[src/rtl/hazard_stall_ctrl.sv]
// Decode-stage hazard detector: per-register scoreboard of in-flight multi-cycle results,
// stall enable for the stall clock gate, stall-cycle counter and sticky stall watchdog.
module hazard_stall_ctrl #(
  parameter int NREG     = 16,
  parameter int RW       = 4,
  parameter int LOAD_LAT = 2,
  parameter int MUL_LAT  = 4,
  parameter int WD_LIM   = 64,
  parameter int PERF_W   = 16
) (
  input  logic              clk_in,
  input  logic              rst,
  input  logic              issue_valid,
  input  logic [RW-1:0]     rs1_addr,
  input  logic              rs1_en,
  input  logic [RW-1:0]     rs2_addr,
  input  logic              rs2_en,
  input  logic [RW-1:0]     rd_addr,
  input  logic              rd_we,
  input  logic [1:0]        op_class,
  input  logic              ext_busy,
  input  logic              flush,
  output logic              stallb_en,
  output logic [PERF_W-1:0] stall_cycles,
  output logic              stall_timeout,
  output logic [NREG-1:0]   sb_busy
);

  // state | meaning
  // RUN   | pipeline advancing, no stall in progress
  // STALL | stallb_en was low at the last edge; consec counts the run of stalled cycles
  typedef enum logic {RUN, STALL} state_t;

  localparam int CW = $clog2(WD_LIM + 1);

  logic [2:0]    cnt [NREG];
  logic          hazard;
  logic          accept;
  logic          sb_write;
  logic [2:0]    sb_lat;
  state_t        state, state_nxt;
  logic [CW-1:0] consec, consec_nxt;
  logic          tmo_set;

  always_comb begin
    hazard = 1'b0;
    if (issue_valid) begin
      if (rs1_en && rs1_addr != '0 && cnt[rs1_addr] != 3'd0) hazard = 1'b1;
      if (rs2_en && rs2_addr != '0 && cnt[rs2_addr] != 3'd0) hazard = 1'b1;
      if (rd_we  && rd_addr  != '0 && cnt[rd_addr]  != 3'd0) hazard = 1'b1;
    end
  end

  // Only registered state and decode inputs feed this, so it settles well before the gate's negedge sample.
  assign stallb_en = rst | flush | ~(hazard | ext_busy);
  assign accept    = issue_valid & stallb_en & ~flush;
  assign sb_write  = accept & rd_we & (rd_addr != '0) & (op_class == 2'b01 || op_class == 2'b10);
  assign sb_lat    = (op_class == 2'b01) ? 3'(LOAD_LAT) : 3'(MUL_LAT);

  always_ff @(posedge clk_in) begin
    cnt[0] <= 3'd0;
    for (int r = 1; r < NREG; r++) begin
      if (rst || flush) begin
        cnt[r] <= 3'd0;
      end else if (sb_write && rd_addr == RW'(r)) begin
        cnt[r] <= sb_lat;
      end else if (cnt[r] != 3'd0) begin
        cnt[r] <= cnt[r] - 3'd1;
      end
    end
  end

  always_comb begin
    for (int r = 0; r < NREG; r++) begin
      sb_busy[r] = (cnt[r] != 3'd0);
    end
  end

  always_comb begin
    state_nxt  = state;
    consec_nxt = consec;
    tmo_set    = 1'b0;
    case (state)
      RUN: begin
        if (!stallb_en) begin
          state_nxt  = STALL;
          consec_nxt = CW'(1);
        end
      end
      STALL: begin
        if (stallb_en) begin
          state_nxt  = RUN;
          consec_nxt = '0;
        end else if (consec != CW'(WD_LIM)) begin
          consec_nxt = consec + CW'(1);
        end
      end
      default: begin
        state_nxt  = RUN;
        consec_nxt = '0;
      end
    endcase
    if (state_nxt == STALL && consec_nxt == CW'(WD_LIM)) tmo_set = 1'b1;
  end

  always_ff @(posedge clk_in) begin
    if (rst) begin
      state         <= RUN;
      consec        <= '0;
      stall_timeout <= 1'b0;
      stall_cycles  <= '0;
    end else begin
      state  <= state_nxt;
      consec <= consec_nxt;
      if (tmo_set) stall_timeout <= 1'b1;
      if (!stallb_en && stall_cycles != '1) stall_cycles <= stall_cycles + PERF_W'(1);
    end
  end

endmodule
[config.mk]
export PLATFORM = sky130hd
export DESIGN_NAME = hazard_stall_ctrl
export DESIGN_NICKNAME = d
export VERILOG_FILES = /design/src/rtl/hazard_stall_ctrl.sv
export SDC_FILE = /design/constraint.sdc
export NUM_CORES = 1
export LEC_CHECK = 0
export ABC_AREA = 1
export CORE_ASPECT_RATIO = 1.2
export CORE_UTILIZATION = 40
export DETAILED_ROUTE_END_ITERATION = 8
export PLACE_DENSITY = 0.7
export SYNTH_ARGS = -nofsm -noshare
export SYNTH_HDL_FRONTEND = slang
export SYNTH_SLANG_ARGS = --single-unit
export TNS_END_PERCENT = 5
[constraint.sdc]
create_clock -name clk_in -period 6.8 [get_ports clk_in]
set_input_delay 2.04 -clock clk_in [delete_from_list [all_inputs] [get_ports clk_in]]
set_output_delay 2.04 -clock clk_in [all_outputs]
set_load 0.02 [all_outputs]
==> reports/results.tsv <==
metric	value	unit
Avg Cell Area, Syn	7.277	um^2
final core utilization	49.14	%
kind of end point of the critical path	primary output	
FF-to-FF End	cnt[1][2]	
Iteration-0 DRC Markers	169	
Filler cells	1268	
PwrDens	216.6	mW/mm^2
Critical Path AT	4340	ps
final wirelength	11710	um
Setup-failing EPs final	0	
critical path launch point	rs1_addr[0]	
Critical-path top delay cell	clkdlybuf4s50_1	
first-pass GRT wire length	19890	um
Max H-tree Level	3	
Synth-to-Final Area Change	19.03	%
Reg power frac	37.9	%
share of cells above drive strength 1	8.557	%
worst-path cell chain	clkdlybuf4s50_1, nor2_1, nand3_1, nand2_1, nor2_1, nand2_1, nand3_1, nand3_1, nand3_2, nand2_4, nand2_4, nand2_8, clkdlybuf4s50_1	
switch share	30.09	%
Final HPWL DP	8932	um
power share of the clock group	37.3	%
global route overflow	0	
unrepaired setup endpoints after global routing	false	
Hold Path Class	register to register	
Setup Skew	7.855	ps
post-synthesis instance area	0.005254	mm^2
P_leak	2.788	nW
Worst Path Max Fanout	8	
io pins	56	
Hold Path Sink	stall_timeout	
# rows	45	
Tcrit/Tclk final	93.85	%
CP bufs+invs	2	
combinational power share	24.8	%
worst hold start	stall_timeout	
cts repair resizes	0	
vias in the first global route	4367	
Antenna Nets Post-Route	0	
core area	0.01272	mm^2
post-synthesis cell type count	42	
CTS Buf Count	9	
Pint	946.7	uW
top cell family by delay on the critical path	buffers and inverters	
R2R depth	19	
die area	0.01360	mm^2
Overall Global Routing Usage	18.43	%
most frequent CP cell	nand3_1	
pin count of the biggest net entering global routing	31	
register bit total from synthesis	70	
Pre-Repair DR Iteration Count	4	
sequential cell area fraction in the yosys report	35.25	%
flop-to-flop setup slack	4130	ps
worst reg2reg path startpoint	cnt[5][0]	
min Tclk post-route	6382	ps
Vias/cell	4.853	
Chip Width	106.6	um
max_cap viols	0	
Ys Warns	0	
CP max stage delay	610	ps
initial core utilization	41.29	%
fmax	156.7	MHz
hold buffers post-CTS	0	
dpl cell area	0.005938	mm^2
Avg WL per Cell	12.36	um
hold-critical path depth	2	
CTS root buf	clkbuf_16	
commonest non-fill, non-tap cell in the layout	nand2_1	
Synth Flop Type	edfxtp_1	
Vias	4596	
commonest non-fill, non-tap cells in the layout	nand2_1, inv_1, nor2_1	
n_diodes	0	
Max IR drop VDD	0.1300	mV
cell area after layout	0.006254	mm^2
Max Slew Vio Count	0	
crit path kind	input pin to primary output	
Clock Sinks	70	
IO Port Bufs	54	
gpl congestion	0.8949	
status	finished clean	
# nets final	834	
initial antenna violation count	1	
Async S/R FF share, synth	0	%
setup bufs post-CTS	0	
CTS max path bufs	2	
CTS clk-pin slew, worst paths	50	ps
worst slew pin tran	888.3	ps
cells after synthesis	722	
Worst EP required	4760	ps
CTS tree	yes	
Fin Setup TNS	0	ps
Post-synth EDFFs	45	
# DRC	0	
Sw Pwr	407.5	uW
Hold Fails Final Rpt	0	
worst skew pair latency	340	ps
die span in y	127.5	um
Slew HR	40.71	%
Setup crit start kind	input pin	
syn_nets	778	
-- through the flow --
| step | instances | worst slack [ps] | total power [mW] | hold WS (ps) |
|---|---|---|---|---|
| finish | 947 | 418.3 | 1.354 | 457.1 |
| global route | 947 | 219.0 | 1.431 | 478.8 |
| CTS | 947 | 390.3 | 1.370 | 461.2 |
| detailed placement | 931 | 404.8 | 0.8569 | 450.1 |
| global placement | 931 | 451.6 | 0.8537 | 450.2 |
| floorplan | 722 | 1799 | 0.7457 | 526.4 |
-- cell type report --
cell class | count | area [um^2] | share of cell area, %
clock inverters | 5 | 72.57 | 1.160
inverters | 123 | 461.7 | 7.383
flip-flops and latches | 70 | 1852 | 29.61
well taps | 164 | 205.2 | 3.281
multi-input cells | 518 | 2864 | 45.80
clock buffers | 11 | 242.7 | 3.882
repair buffers | 56 | 555.5 | 8.884
-- worst min-delay path, cell delays in order, from the launching register on --
cell     delay (ps)
dfxtp_1         310
inv_1            50
a21oi_1          50
-- synthesized netlist by cell type (13+ instances only) --
library cell	n	share of area (%)
a21oi_1	18	1.7
nand2_1	209	15
nand4_1	16	1.9
nand3_1	52	5.0
edfxtp_1	45	26
ha_1	34	8.1
o21ai_0	13	1.2
dfxtp_1	25	9.5
inv_1	104	7.4
nor2_1	73	5.2
xor2_1	18	3.0
-- cells by family after synthesis --
logic type,share of synthesized area (%)
DFF,35.25
xor gates and xnor gates,3.167
and+or+nand+nor,37.98
buffers and inverters,10.29
other,0.07138
AOI/OAI and AO/OA,5.144
adders and majority gates,8.097
-- routing by layer --
metal  vias to the layer above  wire (um)  global-route usage (%)
met4                         2        232                   6.608
met2                       115       5428                   30.21
met5                         -         13                       0
met3                        22        778                   5.051
li1                       2420          -                       -
met1                      2037       5254                   23.13
-- sequential cells by signal, summed over array words and instances, names as in the netlist --
register       count
cnt               45
stall_timeout      1
consec             7
state              1
stall_cycles      16
-- power groups by stage --
stage	sequential (mW)	combinational (mW)	clock (mW)
3_3_place_gp	0.522	0.332	0
5_1_grt	0.519	0.381	0.531
3_5_place_dp	0.523	0.334	0
6_report	0.514	0.336	0.504
2_1_floorplan	0.519	0.227	0
4_1_cts	0.514	0.338	0.518
-- worst max path at each step --
stage	to	cells past startpoint
3_3_place_gp	stallb_en	11
6_report	stallb_en	13
5_1_grt	stallb_en	11
4_1_cts	stallb_en	11
2_1_floorplan	stallb_en	12
3_5_place_dp	stallb_en	11
(Power assumes the default switching activity.)
